**src/rtl/avr_arb_pkg.sv**
```systemverilog
// Shared types and width helpers for the AVR data-memory arbiter.
package avr_arb_pkg;

    typedef enum logic {
        ARB   = 1'b0,
        XLOCK = 1'b1
    } arb_state_t;

    typedef enum logic {
        OWN_CORE = 1'b0,
        OWN_EXT  = 1'b1
    } owner_t;

    // Bits needed to hold a starvation count of 0..max_wait.
    function automatic int unsigned wait_w(input int unsigned max_wait);
        return $clog2(max_wait + 1);
    endfunction

endpackage

```
**src/rtl/avr_arb_wait_cnt.sv**
```systemverilog
// Saturating starvation counter for the external port.
module avr_arb_wait_cnt
    import avr_arb_pkg::*;
#(
    parameter int unsigned MAX_WAIT = 8,
    parameter int unsigned WAIT_W   = wait_w(MAX_WAIT)
) (
    input  logic              clk,
    input  logic              reset,
    input  logic              inc,
    input  logic              clr,
    output logic [WAIT_W-1:0] cnt,
    output logic              sat
);

    localparam logic [WAIT_W-1:0] CNT_MAX = WAIT_W'(MAX_WAIT);

    // Clear wins over increment; hold once the limit is reached.
    always_ff @(posedge clk or negedge reset) begin
        if (!reset) begin
            cnt <= '0;
        end else if (clr) begin
            cnt <= '0;
        end else if (inc && !sat) begin
            cnt <= cnt + WAIT_W'(1);
        end
    end

    assign sat = (cnt == CNT_MAX);

endmodule

```
**src/rtl/avr_dmem_arbiter.sv**
```systemverilog
// Arbiter/sequencer sharing the single-port data SRAM between core and external port.
module avr_dmem_arbiter
    import avr_arb_pkg::*;
#(
    parameter int unsigned AW       = 16,
    parameter int unsigned DW       = 8,
    parameter int unsigned MAX_WAIT = 8
) (
    input  logic          clk,
    input  logic          reset,
    input  logic          cfg_core_prio,
    input  logic          core_req,
    input  logic          core_we,
    input  logic [AW-1:0] core_addr,
    input  logic [DW-1:0] core_wdata,
    output logic          core_gnt,
    output logic          core_rvalid,
    output logic [DW-1:0] core_rdata,
    input  logic          ext_req,
    input  logic          ext_we,
    input  logic          ext_lock,
    input  logic [AW-1:0] ext_addr,
    input  logic [DW-1:0] ext_wdata,
    output logic          ext_gnt,
    output logic          ext_rvalid,
    output logic [DW-1:0] ext_rdata,
    output logic          mem_en,
    output logic          mem_we,
    output logic [AW-1:0] mem_addr,
    output logic [DW-1:0] mem_wdata,
    input  logic [DW-1:0] mem_rdata
);

    localparam int unsigned WAIT_W = wait_w(MAX_WAIT);

    arb_state_t        state_q;
    arb_state_t        state_d;
    owner_t            last_q;
    owner_t            last_d;
    owner_t            rd_owner_q;
    logic              rvalid_q;
    logic              wait_sat;
    logic [WAIT_W-1:0] unused_wait_q;

    // Ext starvation tracking: counts refused cycles, clears on grant or idle.
    avr_arb_wait_cnt #(
        .MAX_WAIT (MAX_WAIT),
        .WAIT_W   (WAIT_W)
    ) u_wait_cnt (
        .clk   (clk),
        .reset (reset),
        .inc   (ext_req && !ext_gnt),
        .clr   (!ext_req || ext_gnt),
        .cnt   (unused_wait_q),
        .sat   (wait_sat)
    );

    // FSM state and last-granted port.
    always_ff @(posedge clk or negedge reset) begin
        if (!reset) begin
            state_q <= ARB;
            last_q  <= OWN_EXT;
        end else begin
            state_q <= state_d;
            last_q  <= last_d;
        end
    end

    // Grant decision, lock entry/exit and round-robin history.
    always_comb begin
        state_d  = state_q;
        last_d   = last_q;
        core_gnt = 1'b0;
        ext_gnt  = 1'b0;
        if (reset) begin
            case (state_q)
                ARB: begin
                    if (core_req && ext_req) begin
                        ext_gnt  = cfg_core_prio ? wait_sat : (last_q == OWN_CORE);
                        core_gnt = !ext_gnt;
                    end else begin
                        core_gnt = core_req;
                        ext_gnt  = ext_req;
                    end
                    if (ext_gnt && ext_lock) begin
                        state_d = XLOCK;
                    end
                end
                XLOCK: begin
                    ext_gnt = ext_req;
                    if (!ext_req || !ext_lock) begin
                        state_d = ARB;
                    end
                end
                default: state_d = ARB;
            endcase
            if (core_gnt) begin
                last_d = OWN_CORE;
            end else if (ext_gnt) begin
                last_d = OWN_EXT;
            end
        end
    end

    // SRAM port mux; idle bus drives zeros.
    always_comb begin
        mem_en    = core_gnt || ext_gnt;
        mem_we    = 1'b0;
        mem_addr  = '0;
        mem_wdata = '0;
        if (ext_gnt) begin
            mem_we    = ext_we;
            mem_addr  = ext_addr;
            mem_wdata = ext_wdata;
        end else if (core_gnt) begin
            mem_we    = core_we;
            mem_addr  = core_addr;
            mem_wdata = core_wdata;
        end
    end

    // Remember who issued the read so next cycle's SRAM data is routed back.
    always_ff @(posedge clk or negedge reset) begin
        if (!reset) begin
            rvalid_q   <= 1'b0;
            rd_owner_q <= OWN_CORE;
        end else begin
            rvalid_q <= mem_en && !mem_we;
            if (mem_en) begin
                rd_owner_q <= ext_gnt ? OWN_EXT : OWN_CORE;
            end
        end
    end

    // Read return steering; the non-owner sees zero data.
    always_comb begin
        core_rvalid = rvalid_q && (rd_owner_q == OWN_CORE);
        ext_rvalid  = rvalid_q && (rd_owner_q == OWN_EXT);
        core_rdata  = core_rvalid ? mem_rdata : '0;
        ext_rdata   = ext_rvalid ? mem_rdata : '0;
    end

endmodule

```
**config.mk**
```make
export PLATFORM = sky130hd
export DESIGN_NAME = avr_dmem_arbiter
export DESIGN_NICKNAME = d
export VERILOG_FILES = /design/src/rtl/avr_arb_pkg.sv /design/src/rtl/avr_arb_wait_cnt.sv /design/src/rtl/avr_dmem_arbiter.sv
export SDC_FILE = /design/constraint.sdc
export NUM_CORES = 1
export LEC_CHECK = 0
export CAP_MARGIN = 0
export CORE_MARGIN = 4
export CORE_UTILIZATION = 26
export DETAILED_ROUTE_END_ITERATION = 16
export PLACE_DENSITY = 0.8
export SLEW_MARGIN = 20
export SYNTH_ARGS = -nofsm -noshare
export SYNTH_HDL_FRONTEND = slang
export SYNTH_SLANG_ARGS = --single-unit
```
**constraint.sdc**
```tcl
create_clock -name clk -period 3.6 [get_ports clk]
set_clock_uncertainty 0.15 [all_clocks]
set_input_delay 1.08 -clock clk [delete_from_list [all_inputs] [get_ports clk]]
set_output_delay 1.08 -clock clk [all_outputs]
set_load 0.1 [all_outputs]
```
==> results of run 1 <==
cell families after synthesis:
kind of cell | Yosys count | synth area share
AOI/OAI and AO/OA | 36 | 0.368
and+or+nand+nor | 31 | 0.232
buffers and inverters | 16 | 0.0987
DFF | 8 | 0.230
xor gates and xnor gates | 2 | 0.0200
muxes | 2 | 0.0229
adders and majority gates | 2 | 0.0286
stage by stage:
step,utilization,instances
2_1_floorplan,-,97
3_3_place_gp,0.854,254
3_5_place_dp,0.854,254
==> flow_metrics.tcl, run 1 <==
set metrics [dict create \
    status "did not finish" \
    lastStage "clock tree synthesis" \
    error_line "[ERROR DPL-0033] detailed placement checks failed during check placement." \
    synth_enable_flop_cells 0 \
    ys.warnings.count 0 \
    synth.distinct_cells 30 \
    synth_top_area_cell "a22o_1" \
    cts_root_buffer "clkbuf_4" \
    synth_common_cells "27 x a22o_1, 9 x and2_1, 8 x and3_1" \
    synth.area.top_cells "a22o_1 27%, dfrtp_1 20%, and2_1 6.4%" \
    rows 20 \
    ctsHtreeMaxLevel 1 \
    synth_seq_area_share 0.230 \
    die_x_um 66 \
    synth_most_common_cell "a22o_1" \
    port_buffers 109 \
    synth_async_sr_flop_share 1.00 \
    cts_num_sinks 8 \
    clk_path_buf_depth 2 \
    dp_hpwl_um 4080 \
    hold_buffers 0 \
    cts_setup_buffers 8 \
    start_util 0.280 \
    synth.top_cell.area_share 0.270 \
    syn_area_per_cell_sq_um 9.02 \
    synthCells 97 \
    syn-cell-area_sq_um 875 \
    cts_resized 42 \
    place_ws_ns -0.476 \
    placement.cell_area_sq_mm 0.00267 \
    ios 110 \
    synth_nets 163 \
    synth-seq-cells 8 \
    dieHeight_um 66 \
    gp_congestion 0.881 \
    synth_flop_cell "dfrtp_1" \
    numCtsBuffers 3 \
]
==> run 2: changes to the inputs <==
CORE_AREA = 4 4 65 67   (was default)
CORE_MARGIN = default   (was 4)
CORE_UTILIZATION = default   (was 26)
DIE_AREA = 0 0 69 71   (was default)
PLACE_DENSITY = default   (was 0.8)
PLACE_DENSITY_LB_ADDON = 0.15   (was default)
==> run 2 against run 1 <==
The flow now finishes, with violations (negative setup slack). Synthesized area is the same. Synthesized cell count did not move.
==> flow_metrics.tcl, run 2 <==
set metrics [dict create \
    viasPerCell 5.03 \
    min-delay-path-class "reg -> reg" \
    num_antenna_cells 0 \
    die_x_um 69 \
    critPathMostFrequentCell "buf_12" \
    dieArea_sq_mm 0.00490 \
    synth_flop_cell "dfrtp_1" \
    fin_ws_ns -0.0632 \
    synth_async_sr_flop_share 1.00 \
    critPathTopFamily "compound AO/OA/AOI/OAI gates" \
    gp_congestion 0.736 \
    rows 22 \
    syn2layout_area_growth_pct 247 \
    hold_ws_ns 0.409 \
    max_stage_delay_ns 0.34 \
    p_comb_frac 0.739 \
    antenna_found_initial 0 \
    switching_power_uw 413 \
    regMostFlops "u_wait_cnt.cnt" \
    worstSetupPathType "in -> out" \
    dp_hpwl_um 3890 \
    slew_headroom 0.714 \
    path_buf_inv 4 \
    r2r_start "u_wait_cnt.cnt[0]$_DFFE_PN0P_" \
    violations "negative setup slack" \
    final_antenna_net_count 0 \
    switching_share 0.472 \
    vias 1374 \
    synth_top_area_cell "a22o_1" \
    end_kind "output pin" \
    grt_pass1_vias 1599 \
    grt_pass1_wl_um 7940 \
    path_clk_slew_ns 0.04 \
    hp-start "state_q$_DFFE_PN0P_" \
    grt_usage 0.202 \
    hold_buffers 0 \
    synthCells 97 \
    cts_num_sinks 8 \
    setup-violations-final 27 \
    synth_nets 163 \
    fp.coreArea_sq_mm 0.00363 \
    rsz0062_at_grt "true" \
    fin_crit_ns 3.66 \
    synth.area.top_cells "a22o_1 27%, dfrtp_1 20%, and2_1 6.4%" \
    required_ns 2.37 \
    utilization 0.834 \
    drv_cap 0 \
    synth_seq_area_share 0.230 \
    synth.distinct_cells 30 \
    nets 292 \
    final_common_cell "clkdlybuf4s50_1" \
    arrival_ns 2.43 \
    syn_area_per_cell_sq_um 9.02 \
    period_share 1.02 \
    dieHeight_um 71 \
    wirelength_um 4970 \
    final_cell_mix "59 x clkdlybuf4s50_1, 48 x buf_12, 25 x a22o_4" \
    drc 0 \
    worst_pin_slew_ns 0.428 \
    grt-ovfl-total 0 \
    slew_viol_final 0 \
    p_leak_nw 1.35 \
    power.density_mw_per_mm2 289 \
    layout-drive-gt1-share 0.480 \
    hold_viol_final 0 \
    grt_max_degree 12 \
    wire_per_inst_um 18.2 \
    startpoint "cfg_core_prio" \
    drt_iter0_markers 55 \
    ys.warnings.count 0 \
    ctsHtreeMaxLevel 1 \
    status "finished with violations" \
    start_util 0.241 \
    place_ws_ns -0.503 \
    synth.top_cell.area_share 0.270 \
    synth_common_cells "27 x a22o_1, 9 x and2_1, 8 x and3_1" \
    ios 110 \
    synth_most_common_cell "a22o_1" \
    fmax_mhz 273 \
    start_kind "primary input" \
    syn-cell-area_sq_um 875 \
    largest_reg_flops 4 \
    cts_root_buffer "clkbuf_8" \
    numCtsBuffers 3 \
    port_buffers 109 \
    clock_latency_ns 0.23 \
    finalPower_uw 876 \
    power.internal_uw 462 \
    worstPathMaxFanout 6 \
    firstDrtPassIters 4 \
    path_cells "buf_6 -> and4b_4 -> o311a_4 -> buf_12 -> buf_12 -> a22o_4 -> buf_12" \
    clock_power_share 0.131 \
    synth_enable_flop_cells 0 \
    clk_path_buf_depth 2 \
    seqPwrFrac 0.130 \
    slowest_stage "o311a_4" \
    synth-seq-cells 8 \
    irDropWorstVdd_v 0.000174 \
    cts_tree "yes" \
]
## run 2: final cells by class
class                   count  area [sq um]
flip-flops and latches      8           201
well taps                  48          60.1
multi-input cells          73           841
clock buffers               4          45.0
repair buffers            133          1860
fillers                   185           602
inverters                   7          26.3
## run 2: metal layers
layer | GRT usage | vias to the layer above | part of all wire
met5 | 0 | - | 0
met1 | 0.184 | 653 | 0.32
met4 | 0.0390 | 0 | 0.0060
met2 | 0.417 | 88 | 0.58
met3 | 0.0781 | 6 | 0.10
li1 | - | 627 | -
## run 2: per-stage QoR
stage | instance area [sq um] | cells | setup TNS [ns]
global route | 3030 | 273 | -1.81
floorplan | 1050 | 97 | -0.555
finish | 3030 | 273 | -1.29
CTS | 3020 | 272 | -0.833
detailed placement | 2650 | 256 | -12.31
global placement | 2650 | 256 | -11.53
## run 2: worst paths after layout
path / end / cells past startpoint / slack [ns]
setup / recovery: mem_we / 7 / -0.06
hold / removal: state_q$_DFFE_PN0P_ / 1 / 0.41
setup reg to reg: u_wait_cnt.cnt[3]$_DFFE_PN0P_ / 8 / 1.43
hold reg to reg: state_q$_DFFE_PN0P_ / 1 / 0.41
max in group asynchronous: last_q$_DFFE_PN1P_ / 2 / 2.25
min in group asynchronous: u_wait_cnt.cnt[0]$_DFFE_PN0P_ / 2 / 0.82
## run 2: cells by family (layout without fill, tap and decap cells)
logic type | after synthesis | in the layout | share of synthesized area
compound gates | 36 | 36 | 0.368
xor+xnor | 2 | 2 | 0.0200
fa+ha+maj | 2 | 2 | 0.0286
buf+inv | 16 | 144 | 0.0987
flops | 8 | 8 | 0.230
mux | 2 | 2 | 0.0229
simple gates | 31 | 31 | 0.232
## run 2: repair_timing
| action | in CTS | in global routing |
|---|---|---|
| cloned | 5 | 0 |
| resized for setup | 47 | 2 |
| endpoints found under the setup margin | 28 | 27 |
| endpoints found under the hold margin | 0 | 0 |
| buffers inserted | 7 | 1 |
| pin swaps | 19 | 8 |
## run 2: worst register-to-register path, cell delays in order (launching register included)
cell     delay, ns
dfrtp_1       0.40
inv_1         0.06
ha_1          0.22
and4b_4       0.23
buf_6         0.12
buf_4         0.12
buf_4         0.13
o31a_1        0.36
nor3b_1       0.26
## run 2: power by group through the flow
stage / Clock [mW] / Sequential, mW / Combinational, mW
after floorplan: 0 / 0.108 / 0.351
after global placement: 0 / 0.112 / 0.584
after detailed placement: 0 / 0.113 / 0.593
after CTS: 0.118 / 0.113 / 0.645
after global routing: 0.120 / 0.116 / 0.666
final: 0.115 / 0.114 / 0.647
Power figures use the tool's default switching activity.
==> run 3: changes to the inputs <==
CORE_AREA = 5 5 66 68   (was 4 4 65 67)
CTS_BUF_LIST = sky130_fd_sc_hd__clkbuf_8   (was default)
DIE_AREA = 0 0 71 73   (was 0 0 69 71)
==> run 3 against run 2 <==
The run still ends with negative setup slack left. Sequential power about the same. Wire length is 8.2% higher. Final cell count increased by 2.2%. Largest cell class unchanged. Worst setup slack got worse by 0.15 ns. Maximum frequency is 3.9% lower. Global-route usage rose by 0.93 points. Largest power group unchanged. Clock power barely moved. Final area up 0.37%. Core utilization down 3.3 points. Critical path type unchanged.
==> flow_metrics.tcl, run 3 (same netlist as run 2, synthesis figures left out) <==
set metrics [dict create \
    die_x_um 71 \
    gp_congestion 0.810 \
    ctsHtreeMaxLevel 1 \
    hold_viol_final 0 \
    layout-drive-gt1-share 0.480 \
    fin_ws_ns -0.211 \
    r2r_setup_slack_ns 1.21 \
    slew_headroom 0.706 \
    dieArea_sq_mm 0.00518 \
    cts_tree "yes" \
    drv_cap 0 \
    viasPerCell 5.07 \
    arrival_ns 2.58 \
    numCtsBuffers 3 \
    vias 1415 \
    finalPower_uw 884 \
    clock_latency_ns 0.24 \
    wire_per_inst_um 19.3 \
    dieHeight_um 73 \
    status "finished with violations" \
    required_ns 2.37 \
    ios 110 \
    grt-ovfl-total 0 \
    largest_reg_flops 4 \
    fin_crit_ns 3.81 \
    irDropWorstVdd_v 0.000166 \
    regMostFlops "u_wait_cnt.cnt" \
    drc 0 \
    start_util 0.230 \
    worstPathMaxFanout 4 \
    period_share 1.06 \
    min-delay-path-class "reg -> reg" \
    utilization 0.801 \
    final_antenna_net_count 0 \
    worst_pin_slew_ns 0.441 \
    antenna_found_initial 0 \
    worstSetupPathType "in -> out" \
    nets 296 \
    clk_path_buf_depth 2 \
    wirelength_um 5370 \
    setup_tns_ns -3.43 \
    stdcell_area_sq_mm 0.00304 \
    hold_buffers 0 \
    grt_pass1_wl_um 8570 \
    path_clk_slew_ns 0.04 \
    final_cell_mix "59 x clkdlybuf4s50_1, 51 x buf_12, 25 x a22o_4" \
    place_ws_ns -0.467 \
    setup-violations-final 27 \
    cts_num_sinks 8 \
    grt_max_degree 12 \
    num_antenna_cells 0 \
    final_common_cell "clkdlybuf4s50_1" \
    cts_root_buffer "clkbuf_8" \
    drt_iter0_markers 48 \
    start_kind "primary input" \
    grt_pass1_vias 1639 \
    placement.cell_area_sq_mm 0.00269 \
    power.density_mw_per_mm2 290 \
    grt_usage 0.211 \
    violations "negative setup slack" \
    dp_hpwl_um 4060 \
    rsz0062_at_grt "true" \
    port_buffers 109 \
    syn2layout_area_growth_pct 248 \
    p_leak_nw 1.36 \
    fmax_mhz 262 \
    end_kind "output pin" \
    rows 23 \
    fp.coreArea_sq_mm 0.00380 \
    slew_viol_final 0 \
    firstDrtPassIters 4 \
]
-- run 3: path summary, 6_finish.rpt --
| kind | cells after the start | end | startpoint |
|---|---|---|---|
| setup / recovery | 9 | mem_wdata[6] | cfg_core_prio |
| hold reg to reg | 1 | state_q$_DFFE_PN0P_ | state_q$_DFFE_PN0P_ |
| setup reg to reg | 11 | rvalid_q$_DFF_PN0_ | u_wait_cnt.cnt[0]$_DFFE_PN0P_ |
| hold / removal | 1 | state_q$_DFFE_PN0P_ | state_q$_DFFE_PN0P_ |
| max in group asynchronous | 2 | last_q$_DFFE_PN1P_ | reset |
| min in group asynchronous | 2 | state_q$_DFFE_PN0P_ | reset |
-- run 3: through the flow --
step	hold WS, ns	std cells
2_1_floorplan	0.337	97
3_3_place_gp	0.358	261
3_5_place_dp	0.375	261
4_1_cts	0.397	280
5_1_grt	0.431	279
6_report	0.393	279
-- run 3: layout make-up --
type	instances	area, sq um
Timing Repair Buffer	137	1870
Tap cell	50	62.6
Inverter	7	26.3
Multi-Input combinational cell	73	838
Clock inverter	1	3.75
Sequential cell	8	201
Clock buffer	3	41.3
Fill cell	196	756
-- run 3: what timing repair did --
item	4_1_cts	5_1_grt
resized for setup	38	1
cloned	2	0
buffers inserted	13	2
endpoints found under the setup margin	28	27
pin swaps	5	5
endpoints found under the hold margin	0	0
-- run 3: worst max-delay path, cell delays in order --
cell,delay (ns)
buf_6,0.09
and4b_4,0.21
buf_12,0.13
a2111oi_4,0.37
buf_6,0.18
buf_12,0.12
buf_8,0.11
a22o_4,0.12
buf_12,0.16
-- run 3: power breakdown --
part | switching, mW | total, mW | leakage (nW) | internal, mW
clock | 0.0433 | 0.118 | 0.0269 | 0.0746
combinational | 0.365 | 0.651 | 1.23 | 0.286
sequential | 0.0141 | 0.115 | 0.103 | 0.100
total | 0.423 | 0.884 | 1.36 | 0.461
-- run 3: routing by layer --
layer	global-route usage	part of all wire
met5	0	0
met4	0.0438	0.0086
met3	0.0964	0.13
met2	0.410	0.53
met1	0.204	0.34
